<file path="src/rtl/nn_pkg.sv">
// Shared definitions for the matmul scheduler: word width, FSM encoding and
// the index-width helper used to size the row/column counters.
package nn_pkg;

    localparam int unsigned FP_W = 32;

    typedef enum logic [1:0] {
        StIdle   = 2'd0,
        StIssue  = 2'd1,
        StWait   = 2'd2,
        StFinish = 2'd3
    } sched_state_e;

    // Counter width for a dimension of size n; never narrower than one bit.
    function automatic int unsigned idx_w(input int unsigned n);
        return (n < 2) ? 1 : $clog2(n);
    endfunction

endpackage

</file>
<file path="src/rtl/matmul_index_counter.sv">
// Row-major (i,j) element counter: j runs fastest, i saturates at L-1.
// last_o flags the final element (L-1, N-1).
module matmul_index_counter
    import nn_pkg::*;
#(
    parameter int unsigned L    = 1,
    parameter int unsigned N    = 1,
    parameter int unsigned RowW = idx_w(L),
    parameter int unsigned ColW = idx_w(N)
) (
    input  logic            clk,
    input  logic            rst,
    input  logic            clr_i,
    input  logic            adv_i,
    output logic [RowW-1:0] row_o,
    output logic [ColW-1:0] col_o,
    output logic            last_o
);

    logic [RowW-1:0] row_q, row_d;
    logic [ColW-1:0] col_q, col_d;
    logic            row_last;
    logic            col_last;

    assign row_last = (row_q == RowW'(L - 1));
    assign col_last = (col_q == ColW'(N - 1));

    always_comb begin
        row_d = row_q;
        col_d = col_q;
        if (clr_i) begin
            row_d = '0;
            col_d = '0;
        end else if (adv_i) begin
            if (col_last) begin
                col_d = '0;
                if (!row_last) begin
                    row_d = row_q + RowW'(1);
                end
            end else begin
                col_d = col_q + ColW'(1);
            end
        end
    end

    always_ff @(posedge clk) begin
        if (rst) begin
            row_q <= '0;
            col_q <= '0;
        end else begin
            row_q <= row_d;
            col_q <= col_d;
        end
    end

    assign row_o  = row_q;
    assign col_o  = col_q;
    assign last_o = row_last && col_last;

endmodule

</file>
<file path="src/rtl/matmul_seq_scheduler.sv">
// Start-driven scheduler that walks one shared dot-product engine over every
// element of an LxN result. Optional dp_done watchdog: MATMUL_SCHED_TIMEOUT_EN.
module matmul_seq_scheduler
    import nn_pkg::*;
#(
    parameter int unsigned L       = 1,
    parameter int unsigned M       = 1,
    parameter int unsigned N       = 1,
    parameter int unsigned TIMEOUT = 1024
) (
    input  logic                  clk,
    input  logic                  rst,
    input  logic                  start,
    input  logic [FP_W*L*M-1:0]   A,
    input  logic [FP_W*N*M-1:0]   B_T,
    output logic                  dp_start,
    output logic [FP_W*M-1:0]     dp_a,
    output logic [FP_W*M-1:0]     dp_b,
    input  logic                  dp_done,
    input  logic [FP_W-1:0]       dp_result,
    output logic [FP_W*L*N-1:0]   result,
    output logic                  busy,
    output logic                  done
`ifdef MATMUL_SCHED_TIMEOUT_EN
    ,
    output logic                  err
`endif
);

    localparam int unsigned RowBits = FP_W * M;
    localparam int unsigned RowW    = idx_w(L);
    localparam int unsigned ColW    = idx_w(N);

    sched_state_e state_q, state_d;

    logic [FP_W*L*M-1:0] a_q, a_d;
    logic [FP_W*N*M-1:0] bt_q, bt_d;
    logic [FP_W*L*N-1:0] result_q, result_d;
    logic                dp_start_q, dp_start_d;
    logic                busy_q, busy_d;
    logic                done_q, done_d;

    logic                idx_clr;
    logic                idx_adv;
    logic [RowW-1:0]     row;
    logic [ColW-1:0]     col;
    logic                idx_last;

`ifdef MATMUL_SCHED_TIMEOUT_EN
    localparam int unsigned TmoW = $clog2(TIMEOUT + 1);

    logic [TmoW-1:0] tmo_q, tmo_d;
    logic            err_q, err_d;
`endif

    matmul_index_counter #(
        .L (L),
        .N (N)
    ) u_index_counter (
        .clk    (clk),
        .rst    (rst),
        .clr_i  (idx_clr),
        .adv_i  (idx_adv),
        .row_o  (row),
        .col_o  (col),
        .last_o (idx_last)
    );

    // Operand rows come straight from the latches, so they stay stable for the
    // whole ISSUE/WAIT window of an element and read as zero after reset.
    always_comb begin
        dp_a = '0;
        dp_b = '0;
        for (int unsigned r = 0; r < L; r++) begin
            if (row == RowW'(r)) begin
                dp_a = a_q[r*RowBits +: RowBits];
            end
        end
        for (int unsigned c = 0; c < N; c++) begin
            if (col == ColW'(c)) begin
                dp_b = bt_q[c*RowBits +: RowBits];
            end
        end
    end

    always_comb begin
        state_d    = state_q;
        a_d        = a_q;
        bt_d       = bt_q;
        result_d   = result_q;
        dp_start_d = 1'b0;
        busy_d     = busy_q;
        done_d     = done_q;
        idx_clr    = 1'b0;
        idx_adv    = 1'b0;
`ifdef MATMUL_SCHED_TIMEOUT_EN
        tmo_d      = tmo_q;
        err_d      = err_q;
`endif

        case (state_q)
            StIdle, StFinish: begin
                if (start) begin
                    a_d        = A;
                    bt_d       = B_T;
                    result_d   = '0;
                    idx_clr    = 1'b1;
                    busy_d     = 1'b1;
                    done_d     = 1'b0;
                    dp_start_d = 1'b1;
                    state_d    = StIssue;
`ifdef MATMUL_SCHED_TIMEOUT_EN
                    err_d      = 1'b0;
`endif
                end
            end

            StIssue: begin
                state_d = StWait;
`ifdef MATMUL_SCHED_TIMEOUT_EN
                tmo_d   = '0;
`endif
            end

            StWait: begin
                if (dp_done) begin
                    for (int unsigned r = 0; r < L; r++) begin
                        for (int unsigned c = 0; c < N; c++) begin
                            if (row == RowW'(r) && col == ColW'(c)) begin
                                result_d[(r*N+c)*FP_W +: FP_W] = dp_result;
                            end
                        end
                    end
                    idx_adv = 1'b1;
                    if (idx_last) begin
                        busy_d  = 1'b0;
                        done_d  = 1'b1;
                        state_d = StFinish;
                    end else begin
                        dp_start_d = 1'b1;
                        state_d    = StIssue;
                    end
                end
`ifdef MATMUL_SCHED_TIMEOUT_EN
                else if (tmo_q == TmoW'(TIMEOUT - 1)) begin
                    err_d   = 1'b1;
                    busy_d  = 1'b0;
                    done_d  = 1'b1;
                    state_d = StFinish;
                end else begin
                    tmo_d = tmo_q + TmoW'(1);
                end
`endif
            end

            default: state_d = StIdle;
        endcase
    end

    always_ff @(posedge clk) begin
        if (rst) begin
            state_q    <= StIdle;
            a_q        <= '0;
            bt_q       <= '0;
            result_q   <= '0;
            dp_start_q <= 1'b0;
            busy_q     <= 1'b0;
            done_q     <= 1'b0;
`ifdef MATMUL_SCHED_TIMEOUT_EN
            tmo_q      <= '0;
            err_q      <= 1'b0;
`endif
        end else begin
            state_q    <= state_d;
            a_q        <= a_d;
            bt_q       <= bt_d;
            result_q   <= result_d;
            dp_start_q <= dp_start_d;
            busy_q     <= busy_d;
            done_q     <= done_d;
`ifdef MATMUL_SCHED_TIMEOUT_EN
            tmo_q      <= tmo_d;
            err_q      <= err_d;
`endif
        end
    end

    assign dp_start = dp_start_q;
    assign result   = result_q;
    assign busy     = busy_q;
    assign done     = done_q;
`ifdef MATMUL_SCHED_TIMEOUT_EN
    assign err      = err_q;
`endif

endmodule

</file>
<file path="config.mk">
export PLATFORM = sky130hd
export DESIGN_NAME = matmul_seq_scheduler
export DESIGN_NICKNAME = d
export VERILOG_FILES = /design/src/rtl/nn_pkg.sv /design/src/rtl/matmul_index_counter.sv /design/src/rtl/matmul_seq_scheduler.sv
export SDC_FILE = /design/constraint.sdc
export NUM_CORES = 1
export LEC_CHECK = 0
export CAP_MARGIN = 20
export CELL_PAD_IN_SITES_DETAIL_PLACEMENT = 1
export CELL_PAD_IN_SITES_GLOBAL_PLACEMENT = 2
export CORE_UTILIZATION = 23
export CTS_BUF_LIST = sky130_fd_sc_hd__clkbuf_8
export DETAILED_ROUTE_END_ITERATION = 6
export GPL_TIMING_DRIVEN = 0
export PLACE_DENSITY_LB_ADDON = 0.1
export SETUP_SLACK_MARGIN = 0.15
export SKIP_CTS_REPAIR_TIMING = 1
export SYNTH_ARGS = -nofsm -noshare
export SYNTH_HDL_FRONTEND = slang
export SYNTH_HIERARCHICAL = 1
export SYNTH_SLANG_ARGS = --single-unit
</file>
<file path="constraint.sdc">
create_clock -name clk -period 1.9 [get_ports clk]
set_input_delay 0.38 -clock clk [delete_from_list [all_inputs] [get_ports clk]]
set_output_delay 0.38 -clock clk [all_outputs]
set_load 0.01 [all_outputs]
</file>
==> Word-level counts from Yosys, hierarchy flattened <==
Cells that the tools add are included.
{ "word_totals": {"memories": 0, "regBits": 103, "mem_bits_ro": 0, "out_inout_bits": 99, "word_cells": 55, "latchBits": 0, "mem_bits_rw": 0, "in_bits": 100} }
{ "classes": {"n_shift": 0, "n_lt_le_gt_ge": 0, "reduce_logical": 9, "n_mul": 0, "muxes": 27, "n_bitwise": 2, "add_sub_neg": 2, "eq_ne": 6, "div_mod_pow": 0} }
{ "op_table": {"columns": ["operator", "count"], "rows": [
  ["$mux W32", 5],
  ["$pmux W32 S2", 1],
  ["$mux W1", 14],
  ["$mux W2", 3],
  ["$ne A2 B2 Y1 const B", 3],
  ["$pmux W1 S2", 3],
  ["$pmux W2 S3", 1],
  ["$reduce_and A2 Y1", 3],
  ["$eq A2 B2 Y1 const B", 2],
  ["$reduce_and A4 Y1", 1],
  ["$reduce_or A2 Y1", 2],
  ["$add A1 B1 Y1 const B", 2],
  ["$eq A2 B1 Y1 const B", 1],
  ["$logic_not A2 Y1", 1],
  ["$not A1 Y1", 2],
  ["$reduce_bool A2 Y1", 1],
  ["$logic_and A1 B1 Y1", 1]
]} }

==> Depth between registers and ports, before layout <==
Gate-level depths: netlist of the first run.
{ "depth": {"word_depth": 5, "depth_mapped": 8, "ltp_nobuf": 6} }

==> Modules after synthesis <==
The synthesis of the first run kept the hierarchy.
{ "by_module_without_submodules": {"columns": ["module", "cells_per_inst", "n_inst", "seq_area_each_um2", "area_each_um2"], "rows": [
  ["matmul_seq_scheduler", 458, 1, 2021.9, 4005.1],
  ["matmul_index_counter", 5, 1, 0.0, 30.0]
]} }

==> Worst setup path after synthesis of the first run <==
No wires, ideal clock.
{ "synth_path": {"path_type": "reg2reg", "startpoint": "reg state_q[0]", "endpoint": "reg done_q, in the netlist done", "path_buffers": 0, "required_ns": 1.830, "setup_ns": 0.070, "synth_period_minus_slack_ns": 1.618, "stages_incl_launch_ff": 6, "setup_slack_ns": 0.282, "arrival_time_ns": 1.548, "path_cell_list": "dfxtp_1 > inv_1 > ha_1 > and2b_4 > or4b_1 > a21oi_1"} }
{ "synth_between": {"elab_chain_len": 4, "word_cells_on_any_way": 10, "classes_between": "5 x eq/ne; 1 x mux; 4 x reduce/logical"} }
{ "synth_rtl": {"columns": ["item", "line", "source"], "rows": [
  ["start, declared", "matmul_seq_scheduler.sv:34", "sched_state_e state_q, state_d;"],
  ["start signal, assigned", "matmul_seq_scheduler.sv:162", "state_q <= StIdle;"],
  ["start signal, assigned", "matmul_seq_scheduler.sv:174", "state_q <= state_d;"],
  ["$eq A2 B2 Y1 / $logic_not A2 Y1 (equally long branches)", "matmul_seq_scheduler.sv:101", "case (state_q)"],
  ["$reduce_or A2 Y1", "matmul_seq_scheduler.sv:101", null],
  ["$ne A2 B2 Y1 (no source line) / $reduce_bool A2 Y1 (equally long branches)", null, null],
  ["$reduce_and A4 Y1 (no source line)", null, null],
  ["end signal, assigned", "matmul_seq_scheduler.sv:180", "done_q <= done_d;"],
  ["end, declared", "matmul_seq_scheduler.sv:41", "logic done_q, done_d;"]
]} }
Several ways; a longest one is shown, not always the timed one.
A chain may end at the register's enable or synchronous reset.

==> Worst setup path in the final report of the first run <==
{ "layout_path": {"startpoint": "reg state_q[0]", "endpoint": "reg result_q[2], in the netlist result[2]"} }
{ "layout_between": {"elab_chain_len": 4, "word_cells_on_any_way": 10, "classes_between": "5 x eq/ne; 1 x mux; 4 x reduce/logical"} }
{ "layout_rtl": {"columns": ["item", "line", "source"], "rows": [
  ["$eq A2 B2 Y1 / $logic_not A2 Y1 (equally long branches)", "matmul_seq_scheduler.sv:101", null],
  ["$reduce_or A2 Y1", "matmul_seq_scheduler.sv:101", null],
  ["$ne A2 B2 Y1 (no source line) / $reduce_bool A2 Y1 (equally long branches)", null, null],
  ["$reduce_and A4 Y1 (no source line)", null, null],
  ["end signal, assigned", "matmul_seq_scheduler.sv:177", "result_q <= result_d;"],
  ["end, declared", "matmul_seq_scheduler.sv:38", "logic [FP_W*L*N-1:0] result_q, result_d;"]
]} }
Several ways; a longest one is shown, not always the timed one.

==> results.toml, run 1 <==
[outcome]
outcome = "complete, no violations"

[worst_setup_path]
arrival_ns = 2.01
critical_path.max_fanout = 10
critical_path_required_ns = 2.23
critPathLaunchType = "flop"
critPathKind = "reg -> reg"
cp-end-kind = "flop"

[timing]
period_minus_slack_ns = 1.685
fin_hold_ws_ns = 0.4543
finClkSkew_ns = 0.01204
slew_viol_final = 0
fin_crit_sh = 0.8870
finalSetupViolCount = 0
fmax_ghz = 0.5934
finalHoldViolCount = 0
rsz0062_at_grt = "no"

[cells_and_area]
final_core_util = 0.3944
antenna_cells = 0
layout-drive-gt1-share = 0.1147
final_nets = 779
syn_to_final_growth_pct = 68.14
finalNonFillerCells = 905

[yosys]
syn_inst = 462
yosys_warnings = 6
syn_area_sq_mm = 0.004029
synth.avg_cell_area_sq_um = 8.720

[route]
wire_per_inst_um = 14.84
via_count = 3807
firstDrtPassIters = 4
drt_wl_total_um = 13430
vias_per_cell = 4.207
drc = 0
drt_iter0_drc = 75
ant_nets = 0

[power]
switching_share = 0.2919
power.clock.fraction = 0.306
pwr-share-seq = 0.473
p_leak_nw = 3.592
comb_power_share = 0.221
vdd_ir_drop_max_v = 0.0002955
power.internal_w = 0.003473
switchingPower_w = 0.001432
p_per_area_mw_per_mm2 = 724.1

[grt]
overflow = 0
grt_pass1_vias = 4032
use_met3 = 0.02646
grt_use_met1 = 0.1945
grt_usage = 0.1490
grt_pass1_wl_um = 20760
grt_max_degree = 20
grt_util_met2 = 0.2404
busiest_layer = "met2"
antenna_found_initial = 0

[floorplanning]
start_util = 0.2346
core.rowCount = 48
dieArea_sq_mm = 0.01805
core_area_sq_mm = 0.01718
ios = 199
die_x_um = 134.4
fp.dieH_um = 134.4

[clock_tree]
insertion_delay_ns = 0.38
htreeDepth = 3
clock_sinks = 101
cts.path.max_buffers = 2
cts_root_buf = "clkbuf_8"
cts_tree = "built"
clk_pin_slew_ns = 0.10
cts_buffers = 9

[placed_design]
dp.cells = 885
dp_hpwl_um = 9853
gp_congestion = 0.7052
portBuffers = 197

[worst_hold_path]
hp-class = "reg -> reg"

[flow_run]
maxCapViolations = 0
## through the flow
stage	TNS, ns	instance area [sq um]	total power, W	worst slack [ns]
final	0	6774	0.004905	0.2148
after global routing	0	6774	0.005217	0.1589
after CTS	-4.090	6500	0.004962	-0.1526
after detailed placement	-5.609	6286	0.003410	-0.1310
after floorplan	0	4033	0.002881	0.2815
after global placement	-4.244	6286	0.003388	-0.1176
## power by group through the flow
| stage | clock (W) | sequential (W) | combinational [W] |
|---|---|---|---|
| 2_1_floorplan | 0 | 0.00235 | 0.000527 |
| 3_3_place_gp | 0 | 0.00236 | 0.00103 |
| 3_5_place_dp | 0 | 0.00237 | 0.00104 |
| 4_1_cts | 0.00160 | 0.00232 | 0.00105 |
| 5_1_grt | 0.00167 | 0.00234 | 0.00120 |
| 6_report | 0.00150 | 0.00232 | 0.00108 |
## path summary, 6_finish.rpt
kind | startpoint | to | slack, ns | depth (start not counted)
min | bt_q[25]$_SDFFE_PP0P_ | bt_q[25]$_SDFFE_PP0P_ | 0.45 | 2
min reg2reg | bt_q[25]$_SDFFE_PP0P_ | bt_q[25]$_SDFFE_PP0P_ | 0.45 | 2
max reg2reg | state_q[0]$_SDFFE_PP0P_ | result[2]$_SDFFE_PP0P_ | 0.21 | 7
max | state_q[0]$_SDFFE_PP0P_ | result[2]$_SDFFE_PP0P_ | 0.21 | 7
## layer usage
layer,vias up,share of wire
met4,0,0.019
met5,-,0
met1,1746,0.46
li1,1934,-
met3,14,0.051
met2,113,0.47
## area by class of cell
type | count | area [sq um]
sequential | 101 | 2023
inverter | 4 | 17.52
clock inverter | 7 | 90.09
fill | 2011 | 10400
multi-input combinational | 321 | 1797
timing repair buffer | 201 | 2187
buffer | 37 | 254.0
tap | 225 | 281.5
clock buffer | 9 | 123.9
## worst max-delay path: stages (launching register included)
cell and delay (ns):
dfxtp_2 0.37, inv_2 0.06, ha_4 0.28, and2b_1 0.20
o32ai_4 0.28, buf_12 0.16, buf_8 0.13, a22o_2 0.15
## placed cells by master (no fill, tap or decap), drive strengths merged, types with 2 or more instances in the layout
cell and n:
nand2b 2, a21oi 69, a22o 32, and2b 5, nor3b 2, or3 2, nor2b 62, o21ai 2
clkinv 2, clkdlybuf4s50 133, nand2 130, inv 8, o31ai 2, clkbuf 28, conb 3, dfxtp 101
dlymetal6s2s 64, buf 22, ha 4
## sequential cells by signal, indices dropped and copies added (netlist names)
signal	count
a_q	32
bt_q	32
busy	1
done	1
dp_start	1
result	32
state_q	2
Note: power is estimated with default switching activity, not from simulation.
==> run 2: changes to the inputs <==
--- a/config.mk
+++ b/config.mk
@@ -8,8 +8,10 @@
 export CAP_MARGIN = 20
 export CELL_PAD_IN_SITES_DETAIL_PLACEMENT = 1
 export CELL_PAD_IN_SITES_GLOBAL_PLACEMENT = 2
+export CORE_MARGIN = 2
 export CORE_UTILIZATION = 23
 export CTS_BUF_LIST = sky130_fd_sc_hd__clkbuf_8
+export CTS_CLUSTER_SIZE = 28
 export DETAILED_ROUTE_END_ITERATION = 6
 export GPL_TIMING_DRIVEN = 0
 export PLACE_DENSITY_LB_ADDON = 0.1
==> results.toml, run 2 (synthesis gave the netlist of run 1 again) <==
[worst_setup_path]
crit_path_cell_trace = "clkdlybuf4s50_1"
crit_start = "result[28]$_SDFFE_PP0P_"
r2r_cells = 7
worst-path-buf-inv = 1
max_stage_delay_ns = 0.56
ff2ff_setup_slack_ns = 0.21
critPathKind = "reg -> out"
critical_path_required_ns = 1.52
cp_slowest_cell = "clkdlybuf4s50_1"
rr_endpoint = "result[7]$_SDFFE_PP0P_"
critical_path.max_fanout = 2
critPathLaunchType = "flop"
regToRegStartpoint = "state_q[0]$_SDFFE_PP0P_"
path_delay_family = "buffers and inverters"
arrival_ns = 1.31
cp-end-kind = "output pin"

[clock_tree]
cts.path.max_buffers = 2
cts_root_buf = "clkbuf_8"
cts_buffers = 9
htreeDepth = 3
clock_sinks = 101
cts_tree = "built"
clk_pin_slew_ns = 0.11
insertion_delay_ns = 0.38

[grt]
grt_usage = 0.1463
overflow = 0
use_met3 = 0.03990
grt_pass1_wl_um = 20980
busiest_layer = "met2"
grt_use_met1 = 0.1870
grt_max_degree = 19
antenna_found_initial = 0
grt_util_met2 = 0.2314
grt_pass1_vias = 3930

[cells_and_area]
final_core_util = 0.3920
fillers = 1994
seqCellArea_sq_mm = 0.002023
antenna_cells = 0
final_nets = 780
syn_to_final_growth_pct = 67.70
multi_input_area_sq_mm = 0.001797
stdcell_area_sq_mm = 0.006756
layout-drive-gt1-share = 0.1160
final_common_cell = "clkdlybuf4s50_1"
finalNonFillerCells = 906
final_cell_mix = "clkdlybuf4s50_1, nand2_1, dfxtp_1"

[timing]
worstMarginPinSlew_ns = 0.5536
rsz0062_at_grt = "yes"
finalHoldViolCount = 0
period_minus_slack_ns = 1.688
maxSlewHeadroom = 0.6309
finClkSkew_ns = 0.01170
slew_viol_final = 0
fin_hold_ws_ns = 0.4555
finalSetupViolCount = 0
fin_crit_sh = 0.8887
fmax_ghz = 0.5923

[worst_hold_path]
holdPathEnd = "bt_q[31]$_SDFFE_PP0P_"
hp-class = "reg -> reg"
worstHoldStart = "bt_q[31]$_SDFFE_PP0P_"
holdPathStages = 2

[route]
firstDrtPassIters = 4
wire_per_inst_um = 15.22
drc = 0
via_count = 3851
ant_nets = 0
drt_wl_total_um = 13790
drt_iter0_drc = 111
vias_per_cell = 4.251

[power]
p_leak_nw = 3.611
vdd_ir_drop_max_v = 0.0002890
comb_power_share = 0.230
p_per_area_mw_per_mm2 = 702.1
power.clock.fraction = 0.281
power.internal_w = 0.003327
switching_share = 0.2986
switchingPower_w = 0.001417
pwr-share-seq = 0.489

[placed_design]
dp_hpwl_um = 10310
post_dp_cell_area_sq_mm = 0.006286
dp.cells = 885
portBuffers = 197
gp_congestion = 0.6777

[outcome]
outcome = "complete, no violations"

[floorplanning]
core_area_sq_mm = 0.01724
start_util = 0.2337
ios = 199
core.rowCount = 48
fp.dieH_um = 136.4
die_x_um = 136.4
dieArea_sq_mm = 0.01859

[flow_run]
maxCapViolations = 0
==> run 2: cell count changes in the layout (fill, tap and decap cells not counted), moves of 2 or more <==
cell	delta
inv_8	-3
clkdlybuf4s50_1	-2
buf_2	+2
inv_6	+3
dlymetal6s2s_1	+2
buf_6	-3
clkbuf_4	+2
buf_8	+3
buf_4	-3
==> run 2: per-layer routing <==
layer | up-vias | wire, um
li1 | 1935 | -
met1 | 1782 | 6242
met2 | 116 | 6364
met3 | 18 | 855
met4 | 0 | 325
met5 | - | 0
==> run 2: final cells by class <==
class / count / share of cell area
clock inverter: 7 / 0.008333
timing repair buffer: 202 / 0.3256
multi-input combinational: 321 / 0.2659
sequential: 101 / 0.2994
inverter: 4 / 0.002222
tap: 225 / 0.04167
buffer: 37 / 0.03852
clock buffer: 9 / 0.01833
==> run 2: power by group through the flow <==
stage	Clock, W	Sequential (W)	Combinational, W
detailed placement	0	0.00237	0.00105
global route	0.00151	0.00234	0.00121
global placement	0	0.00236	0.00103
CTS	0.00142	0.00232	0.00105
floorplan	0	0.00235	0.000527
finish	0.00133	0.00232	0.00109
==> run 2: how the worst max path moves through the flow <==
stage                              endpoint  depth (start not counted)
detailed placement   result[7]$_SDFFE_PP0P_                          5
global placement    result[24]$_SDFFE_PP0P_                          5
CTS                    a_q[30]$_SDFFE_PP0P_                          7
global route         result[7]$_SDFFE_PP0P_                          7
floorplan                 done$_SDFFE_PP0P_                          5
finish                           result[28]                          1
==> run 2: per-stage QoR <==
stage	power [W]	setup slack, ns	TNS (ns)
2_1_floorplan	0.002881	0.2815	0
3_3_place_gp	0.003388	-0.1054	-3.793
3_5_place_dp	0.003415	-0.1541	-8.033
4_1_cts	0.004792	-0.1644	-5.296
5_1_grt	0.005065	0.1443	0
6_report	0.004744	0.2115	0
